==> config.mk <==
export PLATFORM = sky130hd
export DESIGN_NAME = ro_freq_meter
export DESIGN_NICKNAME = d
export VERILOG_FILES = /design/src/rtl/ro_freq_pkg.sv /design/src/rtl/ro_sync_edge.sv /design/src/rtl/ro_freq_meter.sv
export SDC_FILE = /design/constraint.sdc
export NUM_CORES = 1
export LEC_CHECK = 0
export BUFFER_PORTS_ARGS = -buffer_cell sky130_fd_sc_hd__buf_2
export CAP_MARGIN = 20
export CORE_ASPECT_RATIO = 1.2
export CORE_MARGIN = 2
export CORE_UTILIZATION = 60
export DETAILED_ROUTE_END_ITERATION = 10
export PLACE_DENSITY = 0.89
export SYNTH_ARGS = -nofsm -noshare
export SYNTH_HDL_FRONTEND = slang
export SYNTH_HIERARCHICAL = 1
export SYNTH_SLANG_ARGS = --single-unit
==> constraint.sdc <==
create_clock -name clk -period 4.7 [get_ports clk]
set_input_delay 0.94 -clock clk [delete_from_list [all_inputs] [get_ports clk]]
set_output_delay 0.94 -clock clk [all_outputs]
set_load 0.005 [all_outputs]
==> src/rtl/ro_freq_pkg.sv <==
// Shared types and constants for the ring-oscillator frequency meter.
// The ARM length is one cycle longer than the synchronizer depth.
package ro_freq_pkg;

  typedef enum logic [1:0] {
    S_IDLE = 2'd0,
    S_ARM  = 2'd1,
    S_GATE = 2'd2,
    S_DONE = 2'd3
  } state_t;

  localparam int SYNC_STAGES_DEFAULT = 2;
  localparam int ARM_LEN_DEFAULT     = SYNC_STAGES_DEFAULT + 1;

  // ARM must outlast the synchronizer pipeline so no stale edge is counted.
  function automatic int arm_len(input int sync_stages);
    return sync_stages + 1;
  endfunction

endpackage

==> src/rtl/ro_sync_edge.sv <==
// Multi-flop synchronizer followed by a rising-edge detector.
// The output pulses for one clk cycle per synchronized low-to-high transition.
module ro_sync_edge #(
  parameter int STAGES = 2
) (
  input  logic clk,
  input  logic rst,
  input  logic d,
  output logic rise
);

  logic [STAGES-1:0] r_sync;
  logic              r_prev;

  always_ff @(posedge clk) begin
    if (rst) begin
      r_sync <= '0;
      r_prev <= 1'b0;
    end else begin
      r_sync <= {r_sync[STAGES-2:0], d};
      r_prev <= r_sync[STAGES-1];
    end
  end

  assign rise = r_sync[STAGES-1] & ~r_prev;

endmodule

==> src/rtl/ro_freq_meter.sv <==
// Gated edge counter measuring a divided ring-oscillator against clk.
// Optional RO_FREQ_MINMAX_EN tracks the min/max count since the last arm.
module ro_freq_meter
  import ro_freq_pkg::*;
#(
  parameter int GATE_LOG2   = 16,
  parameter int CNT_W       = 16,
  parameter int SYNC_STAGES = 2   // legal range 2..4
) (
  input  logic             clk,
  input  logic             rst,
  input  logic             ro_in,
  input  logic             en,
  input  logic             out_ready,
  output logic             out_valid,
  output logic [CNT_W-1:0] out_count,
  output logic             out_sat,
  output logic             out_overrun,
  output logic [CNT_W-1:0] out_min,
  output logic [CNT_W-1:0] out_max,
  output logic             busy,
  output state_t           dbg_state
);

  localparam int         ARM_LEN  = arm_len(SYNC_STAGES);
  localparam logic [2:0] ARM_LAST = 3'(ARM_LEN - 1);

  // Handshake: a result is transferred on a rising clk edge where
  // out_valid=1 and out_ready=1; out_count/out_sat/out_overrun stay
  // stable while out_valid=1 until that transfer or the next load.

  logic                 w_rise;
  logic                 w_load;

  state_t               r_state;
  logic [2:0]           r_arm_cnt;
  logic [GATE_LOG2-1:0] r_gate_cnt;
  logic [CNT_W-1:0]     r_cnt;
  logic                 r_sat;

  logic                 r_valid;
  logic [CNT_W-1:0]     r_count;
  logic                 r_out_sat;
  logic                 r_overrun;

  ro_sync_edge #(
    .STAGES (SYNC_STAGES)
  ) u_sync_edge (
    .clk  (clk),
    .rst  (rst),
    .d    (ro_in),
    .rise (w_rise)
  );

  assign w_load = (r_state == S_DONE);

  always_ff @(posedge clk) begin
    if (rst) begin
      r_state    <= S_IDLE;
      r_arm_cnt  <= '0;
      r_gate_cnt <= '0;
      r_cnt      <= '0;
      r_sat      <= 1'b0;
    end else begin
      case (r_state)
        S_IDLE: begin
          if (en) begin
            r_state   <= S_ARM;
            r_arm_cnt <= '0;
          end
        end
        S_ARM: begin
          if (!en) begin
            r_state <= S_IDLE;
          end else if (r_arm_cnt == ARM_LAST) begin
            r_state    <= S_GATE;
            r_gate_cnt <= '0;
            r_cnt      <= '0;
            r_sat      <= 1'b0;
          end else begin
            r_arm_cnt <= r_arm_cnt + 3'd1;
          end
        end
        S_GATE: begin
          if (!en) begin
            r_state <= S_IDLE;
          end else begin
            // Saturating count; sat flags an edge that could not be counted.
            if (w_rise) begin
              if (r_cnt == {CNT_W{1'b1}}) r_sat <= 1'b1;
              else                        r_cnt <= r_cnt + CNT_W'(1);
            end
            r_gate_cnt <= r_gate_cnt + GATE_LOG2'(1);
            if (r_gate_cnt == {GATE_LOG2{1'b1}}) r_state <= S_DONE;
          end
        end
        S_DONE: begin
          if (en) begin
            r_state    <= S_GATE;
            r_gate_cnt <= '0;
            r_cnt      <= '0;
            r_sat      <= 1'b0;
          end else begin
            r_state <= S_IDLE;
          end
        end
        default: r_state <= S_IDLE;
      endcase
    end
  end

  // A load beats a simultaneous acceptance.
  always_ff @(posedge clk) begin
    if (rst) begin
      r_valid   <= 1'b0;
      r_count   <= '0;
      r_out_sat <= 1'b0;
      r_overrun <= 1'b0;
    end else if (w_load) begin
      r_valid   <= 1'b1;
      r_count   <= r_cnt;
      r_out_sat <= r_sat;
      r_overrun <= r_valid & ~out_ready;
    end else if (r_valid && out_ready) begin
      r_valid <= 1'b0;
    end
  end

`ifdef RO_FREQ_MINMAX_EN
  logic [CNT_W-1:0] r_min;
  logic [CNT_W-1:0] r_max;

  always_ff @(posedge clk) begin
    if (rst) begin
      r_min <= '1;
      r_max <= '0;
    end else if (r_state == S_IDLE && en) begin
      r_min <= '1;
      r_max <= '0;
    end else if (w_load) begin
      if (r_cnt < r_min) r_min <= r_cnt;
      if (r_cnt > r_max) r_max <= r_cnt;
    end
  end

  assign out_min = r_min;
  assign out_max = r_max;
`else
  assign out_min = '0;
  assign out_max = '0;
`endif

  assign out_valid   = r_valid;
  assign out_count   = r_count;
  assign out_sat     = r_out_sat;
  assign out_overrun = r_overrun;
  assign busy        = (r_state != S_IDLE);
  assign dbg_state   = r_state;

endmodule

* After elaboration in Yosys (flattened, before gate mapping)
Cells that the tools add are included.
** Operators by class
- $add $sub $neg :: 3
- Multipliers :: 0
- Div/mod/pow operators :: 0
- Magnitude comparators :: 0
- Equality and inequality tests :: 17
- Shifts and indexed selects :: 0
- Multiplexer cells :: 29
- Bitwise gates (word level) :: 4
- Reductions and logical operators :: 11
** Operators by type and width (count)
- $mux 16 :: 7
- $pmux 16 s3 :: 2
- $add 16x1->16 const B :: 2
- $eq 16x16->1 const B :: 2
- $ne 2x2->1 const B :: 8
- $reduce_and 7->1 :: 2
- $mux 2 :: 6
- $mux 3 :: 3
- $mux 1 :: 8
- $pmux 2 s4 :: 1
- $ne 3x3->1 const B :: 2
- $pmux 3 s2 :: 1
- $reduce_bool 2->1 :: 3
- $reduce_and 5->1 :: 1
- $eq 2x2->1 const B :: 2
- $reduce_and 4->1 :: 1
- $add 3x1->3 const B :: 1
- $eq 3x2->1 const B :: 1
- $pmux 1 s3 :: 1
- $reduce_and 3->1 :: 1
- $reduce_bool 3->1 :: 1
- $and 1x1->1 :: 2
- $eq 2x1->1 const B :: 1
- $logic_not 2->1 :: 1
- other kinds (3) :: 4
** Word-level totals
- Flip-flop bits (word level) :: 60
- Bits in latches :: 0
- RAM bits :: 0
- Memory bits (read-only) :: 0
- Input bits :: 5
- Output and inout bits :: 54
- Logic and storage cells :: 75
- Memories :: 0

* Logic depth before layout (Yosys ltp)
- Depth after elaboration :: 5
- Gate-level depth with buffers :: 8
- Gate-level depth less buffers :: 6

* Modules after synthesis
Netlist, hierarchy kept.
** By module, submodules not included
- ro_freq_meter :: times used 1, cells an instance 368, area an instance 3046.7 um^2, sequential area each 1141.1 um^2
- ro_sync_edge :: times used 1, cells an instance 7, area an instance 87.6 um^2, sequential area each 60.1 um^2

* Worst setup path before layout
No wires, ideal clock.
- Path kind :: input-to-reg
- From :: input port en
- To :: register r_cnt[14]
- Data arrival time :: 1.973 ns
- Slack :: 2.607 ns
- Stages on the path :: 5
- Buffers on the path :: 2
- Cell sequence :: buf_2 -> buf_1 -> o21a_1 -> nor2_1 -> a211o_1
** Between the ends
- Cells in the longest elaborated chain, start to end :: 2
- Elaborated cells on any way between the ends :: 4
- Classes of those cells :: eq/ne: 3; reduce/logical: 1
** RTL lines
- from (decl) :: line ro_freq_meter.sv:13 : input logic en,
- $ne 2x2->1 (no source line)
- $reduce_and 7->1 (no source line) (*)
- to (signal assigned) :: line ro_freq_meter.sv:91 : else r_cnt <= r_cnt + CNT_W'(1);
- to (decl) :: line ro_freq_meter.sv:38 : logic [CNT_W-1:0] r_cnt;
Every way passes the cells marked *; elsewhere a longest branch is shown, timed or not.
A chain may end at the register's enable or synchronous reset.

* Final worst setup path
- From :: register r_state[1] (netlist: dbg_state[1])
- To :: output port busy
** Between the ends
- Cells in the longest elaborated chain, start to end :: 1
** RTL lines
- from (decl) :: line ro_freq_meter.sv:35 : state_t r_state;
- from (signal assigned) :: line ro_freq_meter.sv:59 : r_state <= S_IDLE;
- from (signal assigned) :: line ro_freq_meter.sv:68 : r_state <= S_ARM;
- from (signal assigned) :: line ro_freq_meter.sv:74 : r_state <= S_IDLE;
- $reduce_bool 2->1 :: line ro_freq_meter.sv:157 : assign busy = (r_state != S_IDLE);
- to (decl) :: line ro_freq_meter.sv:21 : output logic busy,
No other way between the ends.

==> run metrics <==
layout cells sized above 1 0.1355; Slew HR 0.4966; slowest cell on the critical path dfxtp_1; # fillers 417; Syn-to-layout area delta 4.312%; max cap viols 0; final net count 396; post-DP HPWL 4614 µm; DRC 0; DRT Pass-1 Iters 7; Mean Syn Cell Area 8.358 µm²; CP Data Required Time 3.76 ns; FMAX 421.7 MHz; Hold Buf Count CTS 0; Synth Warn # 6; synth unique cells 64; CP Depth 3; family with the most delay on the worst path flip-flops; Fin. Hold Viols 0; io pins 59; first-pass GRT wire length 11,120 µm; Slew Limit Fails 0; worst reg2reg startpoint dbg_state[0]; Hold WC Path Type reg2reg; Final ANT Viol Nets 0; Reg area 1201 µm²; initial core utilization 0.6300; skew final 0.008999 ns; via/cell ratio 5.960; root buffer selected by CTS clkbuf_8; worst slew pin tran 0.7518 ns; post-route clock period utilization 0.5046; Worst Setup SP dbg_state[1]; vias in the first global route 2,496; DRC marker count from the first detailed-route iteration 204; critical path class reg2out; area of the multi-input gates 1672 µm²; die width 69.98 µm; synthesized cell area 3134 µm²; Hold Path Depth 2; H-tree depth 3; outcome completed; final WL 6641 µm; Die ar. 5821 µm²; CP Data Arrival Time 1.43 ns; Clk Latency, worst-skew pair 0.34 ns; TNS Setup 0 ns; Yosys reg bits 60; number of port buffers 26; WP buf/inv 2; Die Y 83.18 µm; CTS Buffer Depth 2; Rows 28; CORE AREA 4975 µm²; Worst Setup Start Kind register; clk sink count 60; Worst path max stage delay 0.74 ns; Max IR drop VDD 197.0 µV; post-synthesis sequential area ratio 0.3832; CTS tree yes; Tmin final 2.372 ns; crit path capture busy; CTS clk-pin slew, worst paths 0.06 ns; setup bufs post-CTS 0; Leak 1.276 nW; EDFF count, synth 0; Final setup viols 0; Placer Congestion 0.9347; worst-case reg-to-reg path depth 4; Cell Chain, Critical Path nor2_1 > inv_1 > buf_2; RSZ-0062 raised after global routing no; diode count 0; routed via count 2,688; setup slack, reg-to-reg 2.51 ns; total power 0.9422 mW; Wirelength per Cell 14.73 µm; CP endpoint kind output port; initial antenna violation count 0; largest net degree at the start of global routing 38; Top FF cell, synth dfxtp_1; PD cells 288.2 nW/µm²; CTS buffer count 9; CP max FO 18; Post-synth ARST share 0; RR Endpoint r_gate_cnt[15]; Overflow after GRT 0; GRT Total Usage 0.2328; Post-Synthesis Cells 375; CTS resizes 0
-- Yosys cell counts, drive strengths merged, types with 2 or more instances --
master,number,area share
o31a,2,0.0056
and4,5,0.014
or3,6,0.012
o21a,3,0.0072
nor3,5,0.0080
xnor2,2,0.0056
nand2b,6,0.012
or4,4,0.0096
o32ai,2,0.0056
nand2,51,0.062
nor2,18,0.022
clkbuf,10,0.012
a211oi,9,0.022
a41oi,2,0.0056
inv,6,0.0072
nand4,6,0.016
and3,3,0.0064
nor2b,6,0.013
o21ai,11,0.019
a211o,3,0.0084
nand3,18,0.030
nor4,8,0.021
o31ai,4,0.0096
a21oi,34,0.054
o41ai,2,0.0056
o211ai,6,0.016
ha,4,0.016
dfxtp,60,0.38
o2111ai,4,0.011
a31oi,2,0.0040
and2,5,0.010
buf,46,0.10
o22ai,2,0.0040
xor2,4,0.011
nor3b,2,0.0064
-- state kept, by name (all words and copies together), names as in the netlist --
register / cells
out_valid: 1
out_sat: 1
dbg_state: 2
r_cnt: 16
out_count: 16
u_sync_edge/r_sync: 2
r_arm_cnt: 3
r_sat: 1
r_gate_cnt: 16
u_sync_edge/r_prev: 1
out_overrun: 1
-- worst min-delay path: stages, from the launching register on --
cell and delay [ns]:
dfxtp_1 0.30, nand2_1 0.05, a21oi_1 0.05
-- worst min path at each step --
stage	endpoint	slack (ns)	start
floorplan	u_sync_edge/r_sync[1]	0.41	u_sync_edge/r_sync[0]
global placement	u_sync_edge/r_sync[1]	0.42	u_sync_edge/r_sync[0]
detailed placement	out_count[12]	0.44	out_count[12]
CTS	out_count[12]	0.45	out_count[12]
global route	u_sync_edge/r_sync[1]	0.47	u_sync_edge/r_sync[0]
finish	out_count[12]	0.45	out_count[12]
-- per-stage QoR --
step	worst slack, ns	util	hold WS [ns]	area (µm²)	std cells
3_3_place_gp	2.115	0.6232	0.4230	3100	436
6_report	2.328	0.6572	0.4516	3269	451
5_1_grt	2.219	0.6572	0.4721	3269	451
2_1_floorplan	2.607	-	0.4138	3251	406
4_1_cts	2.320	0.6572	0.4521	3269	451
3_5_place_dp	2.065	0.6232	0.4431	3100	436
-- logic make-up (layout without fill, tap and decap cells) --
group	count (synthesis)	count (layout)	synth area share
XOR/XNOR	6	6	0.01677
other	1	32	0.001196
AO/OA/AOI/OAI	93	93	0.1980
AND/OR/NAND/NOR	149	149	0.2643
buffers and inverters	62	47	0.1206
flip-flops	60	60	0.3832
adder cells (fa/ha/maj)	4	4	0.01597
-- area by class of cell --
cell class | count | area share
Tap cell | 60 | 0.02296
Timing Repair Buffer | 26 | 0.03980
Multi-Input combinational cell | 284 | 0.5113
Inverter | 6 | 0.006889
Clock buffer | 13 | 0.04860
Clock inverter | 2 | 0.003062
Sequential cell | 60 | 0.3674
-- power by group --
| group | switching [mW] | internal, mW | total (mW) |
|---|---|---|---|
| Sequential | 0.00257 | 0.511 | 0.513 |
| Combinational | 0.0209 | 0.00671 | 0.0276 |
| Clock | 0.186 | 0.216 | 0.401 |
| Total | 0.209 | 0.733 | 0.942 |
-- placed cells by master (no fill, tap or decap), drive strengths merged, types with 2 or more instances in the layout --
master / instances
clkbuf: 13
and4: 5
inv: 6
and3: 3
nor2: 18
nand2b: 6
o21a: 3
nor3: 5
o41ai: 2
a41oi: 2
clkinv: 2
nand3: 18
o211ai: 6
a31oi: 2
xor2: 4
buf: 26
or3: 6
conb: 32
o31a: 2
nand4: 6
nand2: 51
nor3b: 2
a21oi: 34
and2: 5
nor2b: 6
xnor2: 2
a211oi: 9
o22ai: 2
o31ai: 4
o2111ai: 4
nor4: 8
a211o: 3
o21ai: 11
dfxtp: 60
o32ai: 2
ha: 4
or4: 4
-- per-layer routing --
metal / share of wire / GRT usage / routed length, µm / vias up
li1: - / - / - / 1321
met2: 0.51 / 0.3896 / 3374 / 92
met4: 0.022 / 0.1276 / 146 / 0
met1: 0.42 / 0.2672 / 2761 / 1258
met5: 0 / 0 / 0 / -
met3: 0.054 / 0.06189 / 358 / 17
No activity file was read; power rests on OpenSTA's default activity.
